<file path="config.mk">
export PLATFORM = sky130hd
export DESIGN_NAME = hazard_ctrl
export DESIGN_NICKNAME = d
export VERILOG_FILES = /design/src/rtl/mips_pkg.sv /design/src/rtl/md_timer.sv /design/src/rtl/hazard_ctrl.sv
export SDC_FILE = /design/constraint.sdc
export NUM_CORES = 1
export LEC_CHECK = 0
export ABC_AREA = 0
export BUFFER_PORTS_ARGS = -buffer_cell sky130_fd_sc_hd__clkbuf_2
export CAP_MARGIN = 20
export CORE_AREA = 10 10 113 105
export DETAILED_ROUTE_END_ITERATION = 6
export DIE_AREA = 0 0 123 115
export GPL_TIMING_DRIVEN = 0
export PLACE_DENSITY_LB_ADDON = 0.1
export SYNTH_ARGS = -nofsm -noshare
export SYNTH_HDL_FRONTEND = slang
export SYNTH_HIERARCHICAL = 1
export SYNTH_SLANG_ARGS = --single-unit
</file>
<file path="constraint.sdc">
create_clock -name Clk -period 7.3 [get_ports Clk]
set_input_delay 0.73 -clock Clk [delete_from_list [all_inputs] [get_ports Clk]]
set_output_delay 0.73 -clock Clk [all_outputs]
set_load 0.005 [all_outputs]
</file>
<file path="src/rtl/mips_pkg.sv">
`default_nettype none
// ============================================================================
// Module      : mips_pkg
// Description : Shared MIPS decode constants, the mult/div FSM state encoding
//               and instruction decode helpers used by the hazard controller.
//               The helpers cover which registers are read and which register
//               is written.
// Revision    : 1.0 - initial release
// ============================================================================
package mips_pkg;

    // Primary opcodes
    localparam logic [5:0] c_OP_RTYPE = 6'b000000;
    localparam logic [5:0] c_OP_J     = 6'b000010;
    localparam logic [5:0] c_OP_JAL   = 6'b000011;
    localparam logic [5:0] c_OP_BEQ   = 6'b000100;
    localparam logic [5:0] c_OP_BNE   = 6'b000101;
    localparam logic [5:0] c_OP_LUI   = 6'b001111;
    localparam logic [5:0] c_OP_LB    = 6'b100000;
    localparam logic [5:0] c_OP_LH    = 6'b100001;
    localparam logic [5:0] c_OP_LW    = 6'b100011;
    localparam logic [5:0] c_OP_LBU   = 6'b100100;
    localparam logic [5:0] c_OP_LHU   = 6'b100101;
    localparam logic [5:0] c_OP_SB    = 6'b101000;
    localparam logic [5:0] c_OP_SH    = 6'b101001;
    localparam logic [5:0] c_OP_SW    = 6'b101011;

    // R-type function codes
    localparam logic [5:0] c_FN_JR    = 6'b001000;
    localparam logic [5:0] c_FN_JALR  = 6'b001001;
    localparam logic [5:0] c_FN_MFHI  = 6'b010000;
    localparam logic [5:0] c_FN_MTHI  = 6'b010001;
    localparam logic [5:0] c_FN_MFLO  = 6'b010010;
    localparam logic [5:0] c_FN_MTLO  = 6'b010011;
    localparam logic [5:0] c_FN_MULT  = 6'b011000;
    localparam logic [5:0] c_FN_MULTU = 6'b011001;
    localparam logic [5:0] c_FN_DIV   = 6'b011010;
    localparam logic [5:0] c_FN_DIVU  = 6'b011011;

    // Mult/div sequencer states
    typedef enum logic [0:0] {
        MD_IDLE = 1'b0,
        MD_BUSY = 1'b1
    } md_state_t;

    function automatic logic is_rtype(input logic [31:0] instr);
        return instr[31:26] == c_OP_RTYPE;
    endfunction

    function automatic logic is_load(input logic [31:0] instr);
        return (instr[31:26] == c_OP_LW)  || (instr[31:26] == c_OP_LB) ||
               (instr[31:26] == c_OP_LBU) || (instr[31:26] == c_OP_LH) ||
               (instr[31:26] == c_OP_LHU);
    endfunction

    // beq/bne/jr/jalr resolve in D, so they need their operands early
    function automatic logic is_early_branch(input logic [31:0] instr);
        return (instr[31:26] == c_OP_BEQ) || (instr[31:26] == c_OP_BNE) ||
               (is_rtype(instr) &&
                ((instr[5:0] == c_FN_JR) || (instr[5:0] == c_FN_JALR)));
    endfunction

    // mult/multu/div/divu: the ops that launch the mult/div unit
    function automatic logic is_md_start(input logic [31:0] instr);
        return is_rtype(instr) && (instr[5:2] == 4'b0110);
    endfunction

    function automatic logic is_div(input logic [31:0] instr);
        return is_rtype(instr) && (instr[5:1] == 5'b01101);
    endfunction

    // Any op touching the unit or HI/LO: the four starters plus mfhi/mflo/mthi/mtlo
    function automatic logic is_md_op(input logic [31:0] instr);
        return is_md_start(instr) ||
               (is_rtype(instr) && (instr[5:2] == 4'b0100));
    endfunction

    function automatic logic reads_rs(input logic [31:0] instr);
        logic w_skip;
        w_skip = (instr[31:26] == c_OP_J) || (instr[31:26] == c_OP_JAL) ||
                 (instr[31:26] == c_OP_LUI) ||
                 (is_rtype(instr) &&
                  ((instr[5:0] == c_FN_MFHI) || (instr[5:0] == c_FN_MFLO)));
        return !w_skip;
    endfunction

    function automatic logic reads_rt(input logic [31:0] instr);
        logic w_r_ok;
        w_r_ok = is_rtype(instr) &&
                 !((instr[5:0] == c_FN_JR)   || (instr[5:0] == c_FN_JALR) ||
                   (instr[5:0] == c_FN_MFHI) || (instr[5:0] == c_FN_MFLO) ||
                   (instr[5:0] == c_FN_MTHI) || (instr[5:0] == c_FN_MTLO));
        return w_r_ok ||
               (instr[31:26] == c_OP_BEQ) || (instr[31:26] == c_OP_BNE) ||
               (instr[31:26] == c_OP_SW)  || (instr[31:26] == c_OP_SH) ||
               (instr[31:26] == c_OP_SB);
    endfunction

    // Destination register; 0 doubles as "no destination" since $0 never hazards
    function automatic logic [4:0] dest_reg(input logic [31:0] instr);
        logic [4:0] w_dst;
        w_dst = 5'd0;
        if (is_rtype(instr))
            w_dst = instr[15:11];
        else if (instr[31:26] == c_OP_JAL)
            w_dst = 5'd31;
        else if ((instr[31:29] == 3'b001) || is_load(instr))
            w_dst = instr[20:16];
        return w_dst;
    endfunction

    // True when instr reads the (non-zero) register r
    function automatic logic uses_reg(input logic [31:0] instr, input logic [4:0] r);
        return (r != 5'd0) &&
               ((reads_rs(instr) && (instr[25:21] == r)) ||
                (reads_rt(instr) && (instr[20:16] == r)));
    endfunction

endpackage
`default_nettype wire

</file>
<file path="src/rtl/md_timer.sv">
`default_nettype none
// ============================================================================
// Module      : md_timer
// Description : Mult/div unit occupancy timer. A start pulse loads the latency
//               minus one and enters BUSY; a new start restarts the count.
//               Ports: clk, rst (async, active-high), i_start (launch),
//               i_is_div (select divide latency), o_busy (unit occupied).
// Revision    : 1.0 - initial release
// ============================================================================
module md_timer
    import mips_pkg::*;
#(
    parameter int MULT_LAT = 5,
    parameter int DIV_LAT  = 10
) (
    input  logic clk,
    input  logic rst,
    input  logic i_start,
    input  logic i_is_div,
    output logic o_busy
);

    localparam int c_MAX_LAT = (MULT_LAT > DIV_LAT) ? MULT_LAT : DIV_LAT;
    localparam int c_CNT_W   = (c_MAX_LAT > 1) ? $clog2(c_MAX_LAT) : 1;
    localparam logic [c_CNT_W-1:0] c_MULT_LOAD = c_CNT_W'(MULT_LAT - 1);
    localparam logic [c_CNT_W-1:0] c_DIV_LOAD  = c_CNT_W'(DIV_LAT - 1);

    md_state_t          r_state;
    md_state_t          w_state_nxt;
    logic [c_CNT_W-1:0] r_cnt;
    logic [c_CNT_W-1:0] w_cnt_nxt;

    always_ff @(posedge clk or posedge rst) begin
        if (rst) begin
            r_state <= MD_IDLE;
            r_cnt   <= '0;
        end else begin
            r_state <= w_state_nxt;
            r_cnt   <= w_cnt_nxt;
        end
    end

    always_comb begin
        w_state_nxt = r_state;
        w_cnt_nxt   = r_cnt;
        if (i_start) begin
            // Start wins in either state, so back-to-back ops restart the count
            w_state_nxt = MD_BUSY;
            w_cnt_nxt   = i_is_div ? c_DIV_LOAD : c_MULT_LOAD;
        end else begin
            case (r_state)
                MD_IDLE: w_state_nxt = MD_IDLE;
                MD_BUSY: begin
                    if (r_cnt == '0)
                        w_state_nxt = MD_IDLE;
                    else
                        w_cnt_nxt = r_cnt - c_CNT_W'(1);
                end
                default: w_state_nxt = MD_IDLE;
            endcase
        end
    end

    assign o_busy = (r_state == MD_BUSY);

endmodule
`default_nettype wire

</file>
<file path="src/rtl/hazard_ctrl.sv">
`default_nettype none
// ============================================================================
// Module      : hazard_ctrl
// Description : Pipeline hazard controller for a 5-stage MIPS core. Detects
//               load-use, early-branch and mult/div hazards and stalls F/D/E.
//               It also generates the post-reset pipeline clear and counts
//               stall cycles.
//   Clk      in   sole clock, rising edge
//   Reset    in   asynchronous active-high reset
//   InstrD/E/M in 32 instruction words in D/E/M (0 = bubble)
//   Stall    out  stall F/D/E (E inserts bubble)
//   PipeClr  out  synchronous clear for all pipeline registers
//   MdBusy   out  mult/div unit busy
//   MdStart  out  mult/div launch (InstrE is mult/multu/div/divu)
//   StallCnt out 32 saturating count of stalled cycles
// Revision    : 1.0 - initial release
// ============================================================================
module hazard_ctrl
    import mips_pkg::*;
#(
    parameter int MULT_LAT = 5,
    parameter int DIV_LAT  = 10
) (
    input  logic        Clk,
    input  logic        Reset,
    input  logic [31:0] InstrD,
    input  logic [31:0] InstrE,
    input  logic [31:0] InstrM,
    output logic        Stall,
    output logic        PipeClr,
    output logic        MdBusy,
    output logic        MdStart,
    output logic [31:0] StallCnt
);

    logic        r_pipe_clr;
    logic [31:0] r_stall_cnt;
    logic [4:0]  w_e_load_rt;
    logic [4:0]  w_e_dest;
    logic [4:0]  w_m_load_rt;
    logic        w_load_use;
    logic        w_branch;
    logic        w_md;
    logic        w_stall;

    // Loads only matter through rt; a zero register drops out inside uses_reg
    assign w_e_load_rt = is_load(InstrE) ? InstrE[20:16] : 5'd0;
    assign w_e_dest    = dest_reg(InstrE);
    assign w_m_load_rt = is_load(InstrM) ? InstrM[20:16] : 5'd0;

    assign w_load_use = uses_reg(InstrD, w_e_load_rt);
    assign w_branch   = is_early_branch(InstrD) &&
                        (uses_reg(InstrD, w_e_dest) || uses_reg(InstrD, w_m_load_rt));
    assign w_md       = is_md_op(InstrD) && (MdBusy || MdStart);

    // A clearing pipeline holds nothing worth stalling for
    assign w_stall = !r_pipe_clr && (w_load_use || w_branch || w_md);

    assign MdStart = is_md_start(InstrE);

    md_timer #(
        .MULT_LAT (MULT_LAT),
        .DIV_LAT  (DIV_LAT)
    ) u_md_timer (
        .clk      (Clk),
        .rst      (Reset),
        .i_start  (MdStart),
        .i_is_div (is_div(InstrE)),
        .o_busy   (MdBusy)
    );

    // Held high through reset and for the first edge after release
    always_ff @(posedge Clk or posedge Reset) begin
        if (Reset)
            r_pipe_clr <= 1'b1;
        else
            r_pipe_clr <= 1'b0;
    end

    always_ff @(posedge Clk or posedge Reset) begin
        if (Reset)
            r_stall_cnt <= '0;
        else if (w_stall && (r_stall_cnt != 32'hFFFF_FFFF))
            r_stall_cnt <= r_stall_cnt + 32'd1;
    end

    assign Stall    = w_stall;
    assign PipeClr  = r_pipe_clr;
    assign StallCnt = r_stall_cnt;

endmodule
`default_nettype wire

</file>
# After elaboration in Yosys (flattened, before gate mapping)
# Index checks and enable logic that the tools add are counted.
classes:
  addsub: 2
  eq_ne: 38
  n_mux: 12
  bitwise_logic: 1
  n_reduce_logical: 64
op_table:
  columns: ["operator", "n"]
  rows:
  - ["equality test 6 bit, second input constant", 13]
  - ["logical OR 1 bit", 33]
  - ["adder 32 x 1 -> 32 bit, second input constant", 1]
  - ["!= test 32 bit, second input constant", 1]
  - ["equality test 5 bit", 6]
  - ["2-to-1 mux 5 bit", 5]
  - ["equality test 6 x 5 -> 1 bit, second input constant", 4]
  - ["logical AND 1 bit", 20]
  - ["equality test 6 x 2 -> 1 bit, second input constant", 3]
  - ["equality test 6 x 4 -> 1 bit, second input constant", 3]
  - ["2-to-1 mux 4 bit", 4]
  - ["nonzero test 5 bit", 3]
  - ["equality test 4 x 3 -> 1 bit, second input constant", 3]
  - ["equality test 6 x 3 -> 1 bit, second input constant", 2]
  - ["logical NOT 6 bit", 2]
  - ["equality test 5 x 4 -> 1 bit, second input constant", 1]
  - ["logical NOT 4 bit", 1]
  - ["subtractor 4 x 1 -> 4 bit, second input constant", 1]
  - ["equality test 3 x 1 -> 1 bit, second input constant", 1]
  - ["logical NOT 1 bit", 3]
  - ["2-to-1 mux 1 bit", 2]
  - ["!= test 2 bit, second input constant", 1]
  - ["one-hot mux 1 bit (2 select lines)", 1]
  - ["AND reduction 2 bit", 1]
  - ["2 further kinds", 2]
word_totals:
  register_bits: 38
  input_bits: 98
  output_inout_bits: 36

# Longest topological paths before layout
depth:
  word_depth: 22
  mapped_depth: 13
  depth_no_buf: 9

# By module
# Netlist, hierarchy kept.
by_module_without_submodules:
  columns: ["mod", "instances", "cells_per_inst", "area_each_um2", "seq_area_each_um2"]
  rows:
  - ["hazard_ctrl", 1, 355, 3004.1, 827.0]
  - ["md_timer", 1, 27, 269.0, 125.1]

# Worst setup path before layout
# OpenSTA, ideal clock, no wires.
synth_path:
  path_kind: "input -> register"
  startpoint: "in InstrE[27]"
  endpoint: "reg r_stall_cnt[31], in the netlist StallCnt[31]"
  t_arrival_ns: 3.130
  required_ns: 7.221
  slack_ns: 4.091
  cell_stages: 12
  n_path_buf: 3
  cell_sequence: "buf_2 -> nand2b_1 -> o2111ai_1 -> and2b_1 -> a311o_1 -> nor4_2 -> a31oi_1 -> o41a_1 -> buf_6 -> buf_6 -> nor4_4 -> xor2_1"
synth_via:
  elab_chain_cells: 19
  elab_cells_between_ends: 39
  classes_between: "eq/ne (10); mux (4); reduce/logical (25)"
synth_rtl:
  columns: ["element", "line", "rtl"]
  rows:
  - ["start: declaration", "hazard_ctrl.sv:27", "input logic [31:0] InstrE,"]
  - ["equality test 6 bit", "mips_pkg.sv:51", "return (instr[31:26] == c_OP_LW) || (instr[31:26] == c_OP_LB) ||"]
  - ["logical OR 1 bit (2 in series)", "mips_pkg.sv:51", null]
  - ["logical OR 1 bit (2 in series)", "mips_pkg.sv:52", "(instr[31:26] == c_OP_LBU) || (instr[31:26] == c_OP_LH) ||"]
  - ["logical OR 1 bit", "mips_pkg.sv:107", "else if ((instr[31:29] == 3'b001) || is_load(instr))"]
  - ["2-to-1 mux 5 bit", "mips_pkg.sv:107", null]
  - ["2-to-1 mux 5 bit", "mips_pkg.sv:105", "else if (instr[31:26] == c_OP_JAL)"]
  - ["2-to-1 mux 5 bit", "mips_pkg.sv:103", "if (is_rtype(instr))"]
  - ["equality test 5 bit, on equally long branches", "mips_pkg.sv:115, mips_pkg.sv:116", null]
  - ["logical AND 1 bit, on equally long branches", "mips_pkg.sv:115, mips_pkg.sv:116", null]
  - ["logical OR 1 bit", "mips_pkg.sv:115", "((reads_rs(instr) && (instr[25:21] == r)) ||"]
  - ["logical AND 1 bit", "mips_pkg.sv:114", "return (r != 5'd0) &&"]
  - ["logical OR 1 bit", "hazard_ctrl.sv:53", "(uses_reg(InstrD, w_e_dest) || uses_reg(InstrD, w_m_load_rt));"]
  - ["logical AND 1 bit", "hazard_ctrl.sv:52", "assign w_branch = is_early_branch(InstrD) &&"]
  - ["logical OR 1 bit", "hazard_ctrl.sv:57", "assign w_stall = !r_pipe_clr && (w_load_use || w_branch || w_md);"]
  - ["logical OR 1 bit *", "hazard_ctrl.sv:57", null]
  - ["logical AND 1 bit *", "hazard_ctrl.sv:57", null]
  - ["logical AND 1 bit *", "hazard_ctrl.sv:83", "else if (w_stall && (r_stall_cnt != 32'hFFFF_FFFF))"]
  - ["end signal: assignment", "hazard_ctrl.sv:84", "r_stall_cnt <= r_stall_cnt + 32'd1;"]
  - ["end: declaration", "hazard_ctrl.sv:37", "logic [31:0] r_stall_cnt;"]
# Every way passes the cells marked *; elsewhere a longest branch is shown, timed or not.
# A chain may end at the register's enable or synchronous reset.

# Final worst setup path
layout_path:
  startpoint: "in InstrE[29]"
  endpoint: "out Stall"
layout_via:
  elab_chain_cells: 18
  elab_cells_between_ends: 39
  classes_between: "eq/ne (11); mux (4); reduce/logical (24)"
layout_rtl:
  columns: ["element", "line", "rtl"]
  rows:
  - ["equality test 6 bit", "mips_pkg.sv:51", null]
  - ["logical OR 1 bit (2 in series)", "mips_pkg.sv:51", null]
  - ["logical OR 1 bit (2 in series)", "mips_pkg.sv:52", null]
  - ["logical OR 1 bit", "mips_pkg.sv:107", null]
  - ["2-to-1 mux 5 bit", "mips_pkg.sv:107", null]
  - ["2-to-1 mux 5 bit", "mips_pkg.sv:105", null]
  - ["2-to-1 mux 5 bit", "mips_pkg.sv:103", null]
  - ["equality test 5 bit, on equally long branches", "mips_pkg.sv:115, mips_pkg.sv:116", null]
  - ["logical AND 1 bit, on equally long branches", "mips_pkg.sv:115, mips_pkg.sv:116", null]
  - ["logical OR 1 bit", "mips_pkg.sv:115", null]
  - ["logical AND 1 bit", "mips_pkg.sv:114", null]
  - ["logical OR 1 bit", "hazard_ctrl.sv:53", null]
  - ["logical AND 1 bit", "hazard_ctrl.sv:52", null]
  - ["logical OR 1 bit", "hazard_ctrl.sv:57", null]
  - ["logical OR 1 bit *", "hazard_ctrl.sv:57", null]
  - ["logical AND 1 bit *", "hazard_ctrl.sv:57", null]
  - ["end: declaration", "hazard_ctrl.sv:29", "output logic Stall,"]
# Marked as above.

==> results_dict.tcl <==
set metrics [dict create \
    antenna_found_initial 0 \
    drtAntennaViolNets 0 \
    max_cap_viol_count 0 \
    stdcell_count 596 \
    ys_seq_area_share_pct 29.1 \
    cp.required_ps 6570 \
    syn_inst 382 \
    syn_area_um2 3270 \
    die_width_um 123 \
    synthToLayoutAreaGrowth_pct 20.5 \
    ys_types 75 \
    first_iter_violations 295 \
    syn-num-nets 482 \
    synthArstFlopShare_pct 100 \
    crit_buf_inv 4 \
    worst_slack_ps 3600 \
    max_stage_delay_ps 510 \
    fill_cells 1006 \
    synth_compound_area_share_pct 18.4 \
    std_cell_rows 34 \
    p_leak_nw 1.77 \
    drive_above_1_share_pct 26.6 \
    rsz0062_at_grt "false" \
    core_um2 9490 \
    crit_cells 11 \
    crit_fanout 10 \
    critical-path-slowest-cell "nor4b_1" \
    viasPerCell 5.56 \
    critPathArrivalTime_ps 2970 \
    worstReg2RegStart "StallCnt[6]" \
    grt_pass1_wl_mm 16.8 \
    place_congestion 0.912 \
    num-nets-final 569 \
    grt_remaining_overflow 0 \
    drc 0 \
    clockRootBuffer "clkbuf_8" \
    startpoint "InstrE[29]" \
    routed_wl_mm 10.4 \
    clockBufferDepth 2 \
    use_met1_pct 20.3 \
    drv_slew 0 \
    final.period_utilization_pct 50.6 \
    holdBufCountCts 0 \
    fmax_ghz 0.271 \
    numCtsBuffers 5 \
    synth_xor_area_share_pct 12.5 \
    tritoncts "yes" \
    ios 134 \
    synth-seq-cells 38 \
    yosys.area_share.adder_pct 0.765 \
    synth_top_family_by_area "simple AND/OR/NAND/NOR gates" \
    r2r_end "StallCnt[1]" \
    rr_worst_depth 10 \
    fin_skew_ps 10.5 \
    synth-simple-area-share_pct 31.9 \
    status "complete, no violations" \
    startpoint_type "primary input" \
    cp_cell_sequence "clkbuf_2 > nor4_2 > buf_4 > buf_4 > a21oi_1 > o21ai_0 > a32oi_1 > nor4b_1 > or2_2 > o22ai_1 > clkbuf_2" \
    h-tree-depth 2 \
    path_clk_slew_ps 70 \
    grtUsageMet3_pct 3.97 \
    cts_resized 0 \
    start_util_pct 34.5 \
    crit_end "Stall" \
    finalSetupViolations 0 \
    relSlewSlack_pct 48.3 \
    port_buffers 79 \
    cp_top_family "simple AND/OR/NAND/NOR gates" \
    antenna_cells 0 \
    hold_class "in -> async" \
    synth_mux_area_share_pct 1.61 \
    cp-end-kind "output pin" \
    dp_slack_ps 3610 \
    critPathKind "in -> out" \
    power_density_nw_per_um2 132 \
    post_cts_buffers 0 \
    min_period_ps 3700 \
    setup_tns_ps 0 \
    dp_cells 588 \
    tightest_slew_ps 767 \
    grt.busiest_layer "met2" \
    dr.pass1.iters 5 \
    grt_max_degree 23 \
    synth_edf_count 0 \
    yosys_warnings 6 \
    post_drt_wl_per_cell_um 17.5 \
    fp.dieH_um 115 \
    num_vias 3314 \
    die_area_um2 14100 \
    peakVddDrop_mv 0.0564 \
    syn_avg_cell_area_um2 8.57 \
    finalHoldViolations 0 \
    cts.sinks 38 \
    ys.flop_type "dfrtp_1" \
    dp_hpwl_mm 8.33 \
    grt_pass1_vias 3239 \
    grt_util_met2_pct 21.7 \
    r2r_slack_ps 4230 \
    track_usage_pct 14.4 \
    insertion_delay_ps 290 \
]
-- Yosys cell counts, types with 3 or more instances --
cell type,count,area (um2)
a21oi_1,14,70.1
a31oi_1,9,56.3
and2_1,6,37.5
and3_1,7,43.8
and4_1,4,35.0
buf_2,4,20.0
buf_4,3,22.5
clkbuf_1,8,30.0
dfrtp_1,37,926
inv_1,21,78.8
mux2i_1,3,30.0
nand2_1,16,60.1
nand2b_1,5,31.3
nand3_1,15,75.1
nand4_1,13,81.3
nor2_1,30,113
nor2b_1,4,25.0
nor3_1,21,105
nor3b_1,5,37.5
nor4_1,3,18.8
nor4_2,6,75.1
nor4b_1,4,35.0
nor4b_2,3,45.0
nor4bb_1,3,30.0
o2111ai_1,4,35.0
o211ai_1,4,30.0
o21a_1,3,22.5
o21ai_0,12,60.1
o22ai_1,7,43.8
o31ai_1,3,22.5
or2_2,4,25.0
xnor2_1,21,184
xor2_1,24,210
-- routing by layer --
layer	vias to the layer above	part of all wire [%]
met5	-	0
met4	0	1.1
met2	127	43
li1	1609	-
met3	13	7.6
met1	1565	48
-- cell type report --
type                    count  area, um2  area share (%)
multi-input cells         304       2140            54.2
plain buffers              19        103            2.60
clock inverters             1       5.00           0.127
flip-flops and latches     38        952            24.1
clock buffers               7       86.3            2.19
repair buffers             80        423            10.7
inverters                  21       78.8            2.00
well taps                 126        158            4.00
-- where the power goes --
group	internal [mW]	total [mW]	switching, mW	leakage (nW)
Sequential	0.223	0.237	0.0137	0.515
Clock	0.0762	0.150	0.0735	0.0482
Combinational	0.0567	0.132	0.0753	1.21
-- kinds of logic (layout without fill, tap and decap cells) --
| group | Yosys count | in the layout |
|---|---|---|
| AOI/OAI and AO/OA | 84 | 84 |
| xor gates and xnor gates | 46 | 46 |
| adders and majority gates | 2 | 2 |
| buffers and inverters | 40 | 128 |
| DFF | 38 | 38 |
| muxes | 5 | 5 |
| other | 1 | 1 |
| and+or+nand+nor | 166 | 166 |
-- layout by cell type, fill, tap and decap left out, types with 4 or more instances in the layout --
master | Yosys | final
a31oi_1 | 9 | 9
clkbuf_1 | 8 | 9
nand4_1 | 13 | 13
nor2b_1 | 4 | 4
o2111ai_1 | 4 | 4
o211ai_1 | 4 | 4
xor2_1 | 24 | 24
xnor2_1 | 21 | 21
nand2b_1 | 5 | 5
nand3_1 | 15 | 15
dfrtp_1 | 37 | 37
nor2_1 | 30 | 30
clkbuf_8 | 0 | 6
nor4b_1 | 4 | 4
nor3_1 | 21 | 21
clkbuf_2 | 0 | 79
and3_1 | 7 | 7
and4_1 | 4 | 4
o22ai_1 | 7 | 7
inv_1 | 21 | 21
or2_2 | 4 | 4
nor3b_1 | 5 | 5
a21oi_1 | 14 | 14
nor4_2 | 6 | 6
buf_2 | 4 | 4
o21ai_0 | 12 | 12
nand2_1 | 16 | 16
and2_1 | 6 | 6
-- per-stage QoR --
stage / power [mW] / area, um2 / hold slack [ps] / util [%]
after global placement: 0.366 / 3830 / 476 / 40.3
final: 0.519 / 3950 / 327 / 41.6
after detailed placement: 0.371 / 3850 / 474 / 40.6
after floorplan: 0.323 / 3270 / 477 / -
after global routing: 0.554 / 3950 / 331 / 41.6
after CTS: 0.524 / 3950 / 328 / 41.6
-- worst min path at each step --
stage / start / to / slack, ps / cells after the start
6_report: Reset / u_md_timer/r_cnt[3] / 330 / 2
5_1_grt: Reset / u_md_timer/r_cnt[0] / 330 / 2
4_1_cts: Reset / u_md_timer/r_cnt[3] / 330 / 2
3_5_place_dp: StallCnt[10] / StallCnt[10] / 470 / 1
3_3_place_gp: StallCnt[23] / StallCnt[23] / 480 / 1
2_1_floorplan: StallCnt[10] / StallCnt[10] / 480 / 1
-- sequential cells by signal (all words and copies together), names as in the netlist --
| signal | cells |
|---|---|
| PipeClr | 1 |
| StallCnt | 32 |
| u_md_timer/o_busy | 1 |
| u_md_timer/r_cnt | 4 |
Power figures use the tool's default switching activity.
